<file path="src/rtl/mem_port_master.sv">
// Single-port memory master: one request at a time, walked through
// SETUP / STROBE / HOLD, with the response held until the consumer takes it.
module mem_port_master #(
    parameter int WAIT_CYCLES = 1
) (
    input  logic        clock,
    input  logic        reset,
    input  logic        req_valid,
    output logic        req_ready,
    input  logic        req_write,
    input  logic [31:0] req_addr,
    input  logic [31:0] req_wdata,
    output logic        rsp_valid,
    input  logic        rsp_ready,
    output logic [31:0] rsp_rdata,
    output logic        rsp_err,
    output logic        mem_ren,
    output logic        mem_wen,
    output logic [31:0] mem_addr,
    output logic [31:0] mem_din,
    input  logic [31:0] mem_dout
);

    localparam logic [2:0] IDLE   = 3'd0;
    localparam logic [2:0] SETUP  = 3'd1;
    localparam logic [2:0] STROBE = 3'd2;
    localparam logic [2:0] HOLD   = 3'd3;
    localparam logic [2:0] RESP   = 3'd4;

    localparam logic [3:0] CNT_INIT = 4'(WAIT_CYCLES - 1);

    logic [2:0] state;
    logic [3:0] wait_cnt;
    logic       wr_q;

    // Only the low 4K words are mapped; anything above is an error response.
    function automatic logic addr_out_of_range(input logic [31:0] a);
        return |a[31:12];
    endfunction

    assign req_ready = (state == IDLE);
    assign rsp_valid = (state == RESP);

    // mem_addr / mem_din double as the request latches, so they only move at accept.
    always_ff @(posedge clock or negedge reset) begin
        if (!reset) begin
            state     <= IDLE;
            wait_cnt  <= 4'd0;
            wr_q      <= 1'b0;
            rsp_rdata <= 32'd0;
            rsp_err   <= 1'b0;
            mem_ren   <= 1'b0;
            mem_wen   <= 1'b0;
            mem_addr  <= 32'd0;
            mem_din   <= 32'd0;
        end else begin
            case (state)
                IDLE: begin
                    if (req_valid) begin
                        wr_q      <= req_write;
                        rsp_rdata <= 32'd0;
                        if (addr_out_of_range(req_addr)) begin
                            rsp_err <= 1'b1;
                            state   <= RESP;
                        end else begin
                            rsp_err  <= 1'b0;
                            mem_addr <= req_addr;
                            mem_din  <= req_wdata;
                            state    <= SETUP;
                        end
                    end
                end
                SETUP: begin
                    wait_cnt <= CNT_INIT;
                    mem_wen  <= wr_q;
                    mem_ren  <= ~wr_q;
                    state    <= STROBE;
                end
                STROBE: begin
                    if (wait_cnt == 4'd0) begin
                        mem_wen <= 1'b0;
                        mem_ren <= 1'b0;
                        if (!wr_q) begin
                            rsp_rdata <= mem_dout;
                        end
                        state <= HOLD;
                    end else begin
                        wait_cnt <= wait_cnt - 4'd1;
                    end
                end
                HOLD: begin
                    state <= RESP;
                end
                RESP: begin
                    if (rsp_ready) begin
                        state <= IDLE;
                    end
                end
                default: begin
                    state <= IDLE;
                end
            endcase
        end
    end

endmodule

</file>
<file path="config.mk">
export PLATFORM = sky130hd
export DESIGN_NAME = mem_port_master
export DESIGN_NICKNAME = d
export VERILOG_FILES = /design/src/rtl/mem_port_master.sv
export SDC_FILE = /design/constraint.sdc
export NUM_CORES = 1
export LEC_CHECK = 0
export CAP_MARGIN = 20
export CELL_PAD_IN_SITES_DETAIL_PLACEMENT = 1
export CELL_PAD_IN_SITES_GLOBAL_PLACEMENT = 1
export CORE_MARGIN = 5
export CORE_UTILIZATION = 28
export DETAILED_ROUTE_END_ITERATION = 10
export PLACE_DENSITY = 0.87
export SYNTH_ARGS = -nofsm -noshare
export SYNTH_HDL_FRONTEND = slang
export SYNTH_SLANG_ARGS = --single-unit
export TNS_END_PERCENT = 100
</file>
<file path="constraint.sdc">
create_clock -name clock -period 1.8 [get_ports clock]
set_clock_uncertainty 0.15 [all_clocks]
set_input_delay 0.27 -clock clock [delete_from_list [all_inputs] [get_ports clock]]
set_output_delay 0.27 -clock clock [all_outputs]
set_load 0.05 [all_outputs]
</file>
; ---- Yosys cells after proc, flatten, opt, wreduce, memory -nomap -nowiden
; Cells that the tools add are included.
; Widths: inputs -> output; s select.
[op_classes]
addsub = 1
n_eq_ne = 9
bitwise_logic = 2
n_mux = 15
n_reduce_logical = 11
[ops]
columns = cell, count
row1 = $mux 32, 3
row2 = $pmux 32 s2, 1
row3 = $reduce_or 20->1, 1
row4 = $pmux 3 s5, 1
row5 = $mux 3, 4
row6 = $ne 2x2->1 const B, 4
row7 = $pmux 4 s2, 1
row8 = $eq 3x2->1 const B, 2
row9 = $reduce_and 2->1, 3
row10 = $reduce_and 3->1, 2
row11 = $logic_not 4->1, 1
row12 = $mux 4, 1
row13 = $pmux 1 s2, 2
row14 = $reduce_and 4->1, 1
row15 = $reduce_bool 2->1, 2
row16 = $sub 4x1->4 const B, 1
row17 = $eq 3x1->1 const B, 1
row18 = $eq 3x3->1 const B, 1
row19 = $logic_not 3->1, 1
row20 = $mux 1, 2
row21 = $ne 2x1->1 const B, 1
row22 = $not 1->1, 2
[word_totals]
wordCells = 47
output_inout_bits = 101
register_bits = 107

; ---- Depth between registers and ports, before layout
[depth]
ltp_word = 4
depth_mapped = 7

; ---- Worst setup path before layout
; Ideal clock, no wire load.
[synth_path]
kind = reg-to-reg
start = register state[0]
end = register mem_addr[0]
required_ns = 1.525
path_stages_with_launch = 7
setup_time_ns = 0.125
arrival_ns = 2.031
setup_slack_ns = -0.506
cell_sequence = dfrtp_1 -> nor3_4 -> nand2_1 -> nor3_2 -> buf_4 -> buf_6 -> mux2_2
[synth_via]
elab_chain_cells = 2
[synth_lines]
columns = element, line
row1 = start: declaration, 32  ; logic [2:0] state;
row2 = start signal: assignment, 47  ; state <= IDLE;
row3 = start signal: assignment, 64  ; state <= RESP;
row4 = start signal: assignment, 69  ; state <= SETUP;
row5 = $logic_not 3->1, --
row6 = via req_ready, 9  ; output logic req_ready,
row7 = $reduce_and 3->1 (no line), --
row8 = end signal: assignment, 67  ; mem_addr <= req_addr;
row9 = end: declaration, 19  ; output logic [31:0] mem_addr,
; The timed path passes the listed nets, and every way through them passes these cells.
; A chain may end at the register's enable or synchronous reset.

; ---- Worst setup path in the final report
[layout_path]
start = register wait_cnt[1]
end = register rsp_rdata[20]
[layout_via]
elab_chain_cells = 3
[layout_lines]
columns = element, line
row1 = start: declaration, 33  ; logic [3:0] wait_cnt;
row2 = start signal: assignment, 88  ; wait_cnt <= wait_cnt - 4'd1;
row3 = $logic_not 4->1, 80  ; if (wait_cnt == 4'd0) begin
row4 = $ne 2x2->1 (no line), --
row5 = $reduce_and 4->1 (no line), --
row6 = end signal: assignment, 84  ; rsp_rdata <= mem_dout;
row7 = end: declaration, 15  ; output logic [31:0] rsp_rdata,
; No other way between the ends.

==> impl_metrics.toml <==
[cts]
clkTransAtPathRegs_ns = 0.07
tritoncts = "yes"
clockBufferDepth = 2
cts-root-buf = "clkbuf_16"
cts_buffers = 9
cts.sinks = 107
cts_htree_levels = 3
worstSkewPairLatency_ns = 0.35

[final_layout]
syn2layout_area_growth_pct = 75.2
drive_gt1_frac = 0.397
fin_area_sq_mm = 0.00761
nets = 693

[route]
remaining_drc_errors = 0
ant_nets = 0
drtPass1Iterations = 4
wl_microns = 15300
vias = 3555
wire_per_inst_microns = 19.6
via_per_inst = 4.54
drtIter0Drc = 64

[critical_path]
r2r_slack_ns = -0.24
cp_max_fo = 8
path_class = "reg -> reg"
cp.required_ns = 1.92
startpoint_type = "register"
critPathCaptureType = "register"
cp.arrival_ns = 2.16

[die]
start_util = 0.286
coreArea_sq_mm = 0.0152
rows = 45
die_h_microns = 135
io_pins = 202
dieArea_sq_mm = 0.0181
die_x_microns = 135

[power]
p_total_uw = 5050
ir_drop_mv = 0.458
p_per_area_mw_per_mm2 = 663
leakagePower_uw = 0.00369
swShare = 0.236
combinationalPowerShare = 0.118
power_frac_seq = 0.480
p_clk_frac = 0.402
power.internal_uw = 3860
power.switching_uw = 1190

[placement]
hpwl_microns = 9480
place_congestion = 0.763
io_buffers = 201
placedInstanceArea_sq_mm = 0.00650

[synthesis]
syn_inst = 345
synthTopCellsByArea = "dfrtp_1, mux2_2, mux2i_1"
yosysSeqAreaShare = 0.616
synth-seq-cells = 107
yosys.area.top_type = "dfrtp_1"
synth.most_common_cell = "dfrtp_1"
yosys_warnings = 0
synth_area_per_cell_sq_um = 12.6
synth_cell_type_count = 32
yosys-top-cells-count = "dfrtp_1, mux2_2, inv_1, nand2_1, mux2i_1"
syn_area_sq_mm = 0.00434
synth_edf_count = 0
synthFlopType = "dfrtp_1"
syn_nets = 448
postSynth.asyncResetShare = 1.00
synth.top_cell.area_share = 0.616

[sta]
worstMarginPinSlew_ns = 0.307
rsz0062_at_grt = "yes"
max_slew_margin = 0.794
finalCritPeriodShare = 1.13
layout_setup_ws_ns = -0.238
setup_viol = 82
fin_crit_ns = 2.04
hold_viol = 0
fmax_mhz = 491
slew_viol_final = 0

[job]
max_cap_violations = 0

[run_status]
violations = "setup timing"
outcome = "finished with violations"

[global_routing]
grt_pass1_wl_microns = 23100
grt_max_degree = 54
grt_pass1_vias = 4218
grt_overflow_total = 0
antenna_found_initial = 1
grtUsageTotal = 0.162

[hold_path]
hold_path_class = "in -> async"
## sequential cells by signal (all words and copies together), names as in the netlist
register and count:
rsp_err 1, mem_din 32, wait_cnt 4, rsp_rdata 32, wr_q 1, state 3
mem_ren 1, mem_wen 1, mem_addr 32
## kinds of logic after synthesis
family | synth area share
muxes | 0.190
and+or+nand+nor | 0.0976
DFF | 0.616
xor gates and xnor gates | 0.00202
AOI/OAI and AO/OA | 0.0305
adders and majority gates | 0.00576
buffers and inverters | 0.0573
## path summary, 6_finish.rpt
check                             start       endpoint  cells past startpoint
setup / recovery            wait_cnt[1]  rsp_rdata[20]                      8
hold / removal                    reset  rsp_rdata[18]                      2
setup reg to reg            wait_cnt[1]  rsp_rdata[20]                      8
hold reg to reg            mem_addr[19]   mem_addr[19]                      1
max in group asynchronous         reset    mem_din[28]                      3
min in group clock          mem_dout[7]   rsp_rdata[7]                      3
## through the flow
| step | std cells | TNS (ns) | hold WS, ns | setup WS [ns] | utilization |
|---|---|---|---|---|---|
| after CTS | 776 | -6.68 | 0.120 | -0.129 | 0.480 |
| after floorplan | 345 | -17.78 | -0.176 | -0.361 | - |
| final | 783 | -8.11 | 0.131 | -0.238 | 0.501 |
| after global routing | 783 | -15.12 | 0.130 | -0.302 | 0.501 |
| after detailed placement | 739 | -44.55 | -0.0555 | -0.725 | 0.428 |
| after global placement | 739 | -32.78 | -0.0559 | -0.556 | 0.428 |
## critical path, cell delays in order, from the launching register on
cell	delay (ns)
dfrtp_1	0.40
inv_2	0.09
ha_4	0.13
nor3b_4	0.20
nand3b_1	0.17
a21oi_4	0.23
buf_6	0.17
buf_12	0.16
mux2i_4	0.24
## cell type report
cell class                 count  area [sq um]
antenna                        1          2.50
clock buffer                   9           225
clock inverter                 6          73.8
fill                        1564          7590
inverter                      37           143
multi-input combinational    185          1740
sequential                   107          2680
tap                          188           235
timing repair buffer         250          2510
## placed cells by master, fill, tap and decap left out, types with 2 or more instances in the layout
cell type / synthesis / routed
a21oi_1: 8 / 8
a311oi_1: 2 / 2
a31oi_1: 2 / 2
buf_12: 0 / 13
buf_16: 0 / 6
buf_4: 1 / 120
buf_6: 5 / 7
buf_8: 0 / 2
clkbuf_16: 0 / 11
clkdlybuf4s50_1: 0 / 82
clkinvlp_4: 0 / 3
dfrtp_1: 107 / 106
dlygate4sd2_1: 0 / 4
dlymetal6s2s_1: 0 / 13
inv_1: 37 / 34
inv_2: 0 / 2
mux2_4: 0 / 44
mux2i_1: 32 / 27
mux2i_4: 0 / 4
nand2_1: 37 / 36
nand3_1: 2 / 2
nor2_1: 9 / 9
nor2b_1: 20 / 16
nor2b_4: 0 / 4
nor3_1: 4 / 3
nor3_4: 1 / 3
nor4_1: 6 / 2
nor4_2: 0 / 4
o21ai_0: 3 / 3
o2bb2ai_1: 2 / 2
## per-layer routing
metal	part of all wire	vias up	global-route usage	wire length [microns]
met5	0	-	0	0
met4	0.013	0	0.0469	199
met3	0.085	15	0.0637	1310
met2	0.53	141	0.292	8090
met1	0.37	1777	0.177	5740
li1	-	1622	-	-
## power groups by stage
stage / logic [uW] / registers [uW] / clock network (uW)
2_1_floorplan: 144 / 2470 / 0
4_1_cts: 611 / 2420 / 2090
3_3_place_gp: 484 / 2470 / 0
3_5_place_dp: 497 / 2470 / 0
6_report: 598 / 2420 / 2030
5_1_grt: 636 / 2420 / 2180
## timing repair
| action | in CTS | in global routing |
|---|---|---|
| buffers inserted | 14 | 6 |
| setup endpoints to repair | 95 | 98 |
| hold buffers | 1 | 0 |
| endpoints found under the hold margin | 107 | 0 |
| gates cloned | 7 | 2 |
| resized for setup | 46 | 64 |
| pin swaps | 8 | 12 |
(Power assumes the default switching activity.)
==> RTL edit 1 (config.mk and constraints unchanged) <==
Reset style: synchronous (`reset`), changed in one clocked block.
--- a/src/rtl/mem_port_master.sv
+++ b/src/rtl/mem_port_master.sv
@@ -44,3 +44,3 @@
     // mem_addr / mem_din double as the request latches, so they only move at accept.
-    always_ff @(posedge clock or negedge reset) begin
+    always_ff @(posedge clock) begin
         if (!reset) begin
Formal check against the unedited RTL: differs if reset is asserted again (counterexample within 4 cycles, from zero or initial values and one cycle with reset low); with reset held inactive, the same outputs for 10 cycles.
==> RTL edit 1 against the original RTL <==
  * The flow still finishes with violations (setup timing)
  * Hold slack improved by 0.034 ns
  * Synthesized area shrank 4.0%
  * Setup slack better by 0.22 ns
  * Routed wire length is 8.4% higher
  * Clock power decreased by 8%
  * Cell area shrank 8.9%
  * Critical path depth shrank 1
  * Total power fell by 5.6%
  * Sequential cell count is the same
  * Largest power group unchanged
  * Global-route usage up 0.35 points
  * Critical endpoint is now mem_din[8]$_SDFFE_PN0P_
  * Count of clock-buffer cells in the layout up 3
  * Utilization is 2.5 points lower
==> RTL edit 1: results (changes against the original RTL) <==
- Wire per inst: 19.31 um (was 19.59 um)
- Seq/Total Area, Yosys: 0.5137 (was 0.6164)
- Failing checks: setup timing (unchanged)
- Async SR Flop Fraction: 0 (was 1.000)
- Slowest cell on crit path: clkdlybuf4s50_1 (was dfrtp_1)
- Post-DR vias/cell: 5.194 (was 4.540)
- Nets: 775 (was 693)
- Post-route setup slack: -0.02064 ns (was -0.2379 ns)
- Fin cells: 861 (was 783)
- Post-detail-place hpwl: 10940 um (was 9480 um)
- Delay of the slowest critical-path stage: 0.44 ns (was 0.40 ns)
- Worst Path Arrival: 1.89 ns (was 2.16 ns)
- Vias in the first global route: 4490 (was 4218)
- Iter 0 DRT Violations: 188 (was 64)
- HP Class: in2reg (was in2async)
- Global-route wire length before repair: 24140 um (was 23120 um)
- Final setup violation count: 1 (was 82)
- Ant. Diodes: 0 (was 1)
- Status: finished, violations left (unchanged)
- Mean Syn Cell Area: 8.930 sq um (was 12.59 sq um)
- Synth Net Count: 570 (was 448)
- Placed Cells: 828 (was 739)
- Worst slew pin tran: 0.4283 ns (was 0.3065 ns)
- Initial antenna violation count: 0 (was 1)
- Count of cell types in the netlist: 34 (was 32)
- Layout cell share with drive strength beyond 1: 0.2718 (was 0.3973)
- Synth top cells by count: dfxtp_1 (107), o21ai_0 (69), nand4_1 (44), a21boi_1 (40), nand2_1 (39) (was dfrtp_1 (107), mux2_2 (44), inv_1 (37), nand2_1 (37), mux2i_1 (32))
- Pin count of the biggest net entering global routing: 107 (was 54)
RTL edit 1: cell count changes in the layout (fill, tap and decap cells not counted), sizes merged, moves of 14 or more:
cell	before	now
dfrtp	107	0
a21boi	0	45
dfxtp	0	107
o21ai	3	81
inv	38	4
nand4	0	44
and3	0	21
nand3	2	37
clkdlybuf4s50	82	96
nor2b	20	1
mux2	45	0
mux2i	32	3
RTL edit 1: worst max-delay path, delay by kind of cell:
family	cells	cell delay, ns
AO/OA/AOI/OAI	2	0.35
buffers and inverters	3	0.83
AND/OR/NAND/NOR	2	0.43
RTL edit 1: metrics by stage:
step	area (sq um)	TNS, ns	power (mW)	setup slack, ns	util
6_report	6935	-0.02064	4.768	-0.02064	0.4754
5_1_grt	6935	-1.149	4.951	-0.1069	0.4754
4_1_cts	6604	0	4.748	0.004061	0.4527
3_5_place_dp	6240	-38.82	2.874	-0.5510	0.4277
3_3_place_gp	6240	-34.06	2.865	-0.5114	0.4277
2_1_floorplan	4180	0	2.582	0.05201	-
RTL edit 1: power by group:
part,leakage [nW],switching [mW],internal (mW)
logic,1.75,0.216,0.320
clock network,0.133,0.880,0.977
registers,0.864,0.00454,2.37
total,2.75,1.10,3.67
RTL edit 1: final timing paths:
check,start,to,slack [ns],cells after the start
setup reg to reg,state[2]$_SDFFE_PN0P_,mem_din[8]$_SDFFE_PN0P_,0,6
setup / recovery,req_addr[28],mem_din[8]$_SDFFE_PN0P_,-0.02,7
hold / removal,reset,state[1]$_SDFFE_PN0P_,0.16,3
hold reg to reg,rsp_rdata[29]$_SDFFE_PN0P_,rsp_rdata[29]$_SDFFE_PN0P_,0.30,2
RTL edit 1: kinds of logic after synthesis:
group           count (synthesis)  synth area share
fa+ha+maj                       2          0.006000
mux                             3          0.007201
simple gates                  166            0.2187
buf+inv                        53           0.05911
flops                         107            0.5137
compound gates                136            0.1953
RTL edit 1: timing repair:
action / in CTS / in global routing
setup endpoints to repair: 100 / 84
resized for setup: 12 / 41
setup buffers: 3 / 5
cloned: 0 / 9
pin swaps: 2 / 9
RTL edit 1: layout make-up:
class                           instances  share of cell area
Clock buffer                           12             0.03554
Clock inverter                          4            0.003789
Inverter                                4            0.002165
Multi-Input combinational cell        308              0.2809
Sequential cell                       107              0.3096
Tap cell                              184             0.03320
Timing Repair Buffer                  242              0.3348
RTL edit 1: routing by layer:
metal	part of all wire	global-route usage
met2	0.49	0.2819
met4	0.017	0.05257
met1	0.43	0.2000
met3	0.065	0.05000
met5	0	0
==> RTL edit 2 (config.mk and constraints unchanged) <==
Made on the original files. Put one more register stage on the output `rsp_err`, cleared by the reset. The value now appears one clock later. The other outputs are not delayed to match.
--- a/src/rtl/mem_port_master.sv
+++ b/src/rtl/mem_port_master.sv
@@ -31,2 +31,4 @@
 
+    logic rsp_err_s0;
+
     logic [2:0] state;
@@ -50,3 +52,3 @@
             rsp_rdata <= 32'd0;
-            rsp_err   <= 1'b0;
+            rsp_err_s0 <= 1'b0;
             mem_ren   <= 1'b0;
@@ -62,6 +64,6 @@
                         if (addr_out_of_range(req_addr)) begin
-                            rsp_err <= 1'b1;
+                            rsp_err_s0 <= 1'b1;
                             state   <= RESP;
                         end else begin
-                            rsp_err  <= 1'b0;
+                            rsp_err_s0 <= 1'b0;
                             mem_addr <= req_addr;
@@ -105,2 +107,10 @@
 
+    always_ff @(posedge clock or negedge reset) begin
+        if (!reset) begin
+            rsp_err <= '0;
+        end else begin
+            rsp_err <= rsp_err_s0;
+        end
+    end
+
 endmodule
Check against the original RTL: not equivalent (a bounded check fails within 4 cycles, from zero or initial values and one cycle with reset low).
==> RTL edit 2 against the original RTL <==
  * The flow still finishes with violations (setup timing)
  * Sequential cell count increased by 1
  * Clock power increased by 2%
  * Cell area decreased by 1.2%
  * Setup slack improved by 0.077 ns
  * Routed wire length decreased by 4.0%
  * Utilization decreased by 0.77 points
  * Total power increased by 0.94%
  * Synthesized area increased by 0.58%
  * Critical path depth unchanged
==> RTL edit 2: results (changes against the original RTL) <==
- ClkCell Share: 0.04091 (was 0.03928)
- Post-detail-place hpwl: 9392 um (was 9480 um)
- Global routing met2 resource utilization: 0.2663 (was 0.2919)
- Synth top cells by count: dfrtp_1 (108), mux2_2 (44), inv_1 (37), nand2_1 (37), mux2i_1 (32) (was dfrtp_1 (107), mux2_2 (44), inv_1 (37), nand2_1 (37), mux2i_1 (32))
- Pin count of the biggest net entering global routing: 109 (was 54)
- Layout cell share with drive strength beyond 1: 0.3869 (was 0.3973)
- Final setup violation count: 77 (was 82)
- Comb pwr share: 0.114 (was 0.118)
- Final setup TNS: -7.377 ns (was -8.107 ns)
- Vias in the first global route: 4178 (was 4218)
- Peak supply drop: 0.3634 mV (was 0.4583 mV)
- Fraction of area in registers: 0.3594 (was 0.3519)
- Final wirelength: 14730 um (was 15340 um)
- Crit-path max FO: 7 (was 8)
- Status: finished, violations left (unchanged)
- Wire per inst: 18.21 um (was 19.59 um)
- Buffer share of cell area: 0.3243 (was 0.3302)
- Fraction of area in multi-input gates: 0.2210 (was 0.2286)
- GRT met3 Usage: 0.05402 (was 0.06371)
- P_comb: 0.580 mW (was 0.598 mW)
- Synth Net Count: 449 (was 448)
- Storage cell area: 0.002704 sq mm (was 0.002679 sq mm)
- Iter 0 DRT Violations: 57 (was 64)
- Post-route setup slack: -0.1612 ns (was -0.2379 ns)
- FF-to-FF End: rsp_rdata[3]$_DFFE_PN0P_ (was rsp_rdata[20]$_DFFE_PN0P_)
- Failing checks: setup timing (unchanged)
==> RTL edit 2: kinds of logic after synthesis <==
kind of cell | share of synthesized area
AO/OA/AOI/OAI | 0.03036
adder cells (fa/ha/maj) | 0.005726
flip-flops | 0.6186
multiplexers | 0.1893
AND/OR/NAND/NOR | 0.09708
XOR/XNOR | 0.002005
buffers and inverters | 0.05699
==> RTL edit 2: per-layer routing <==
metal	wire, um	vias up
met2	7313	144
li1	-	1628
met3	1209	16
met4	254	0
met1	5952	1773
met5	0	-
==> RTL edit 2: timing repair <==
item / CTS / global route
buffers inserted: 20 / 7
setup endpoints to repair: 90 / 95
hold endpoints to repair: 108 / 0
gates cloned: 8 / 1
gates resized for setup: 56 / 36
pin swaps: 8 / 11
hold buffers: 1 / 0
==> RTL edit 2: critical path, stage by stage <==
cell and delay (ns):
clkdlybuf4s50_1 0.40, nor4_1 0.20, nand3_1 0.19, nor3_4 0.26, buf_6 0.16, buf_12 0.12, buf_16 0.13, mux2_4 0.30
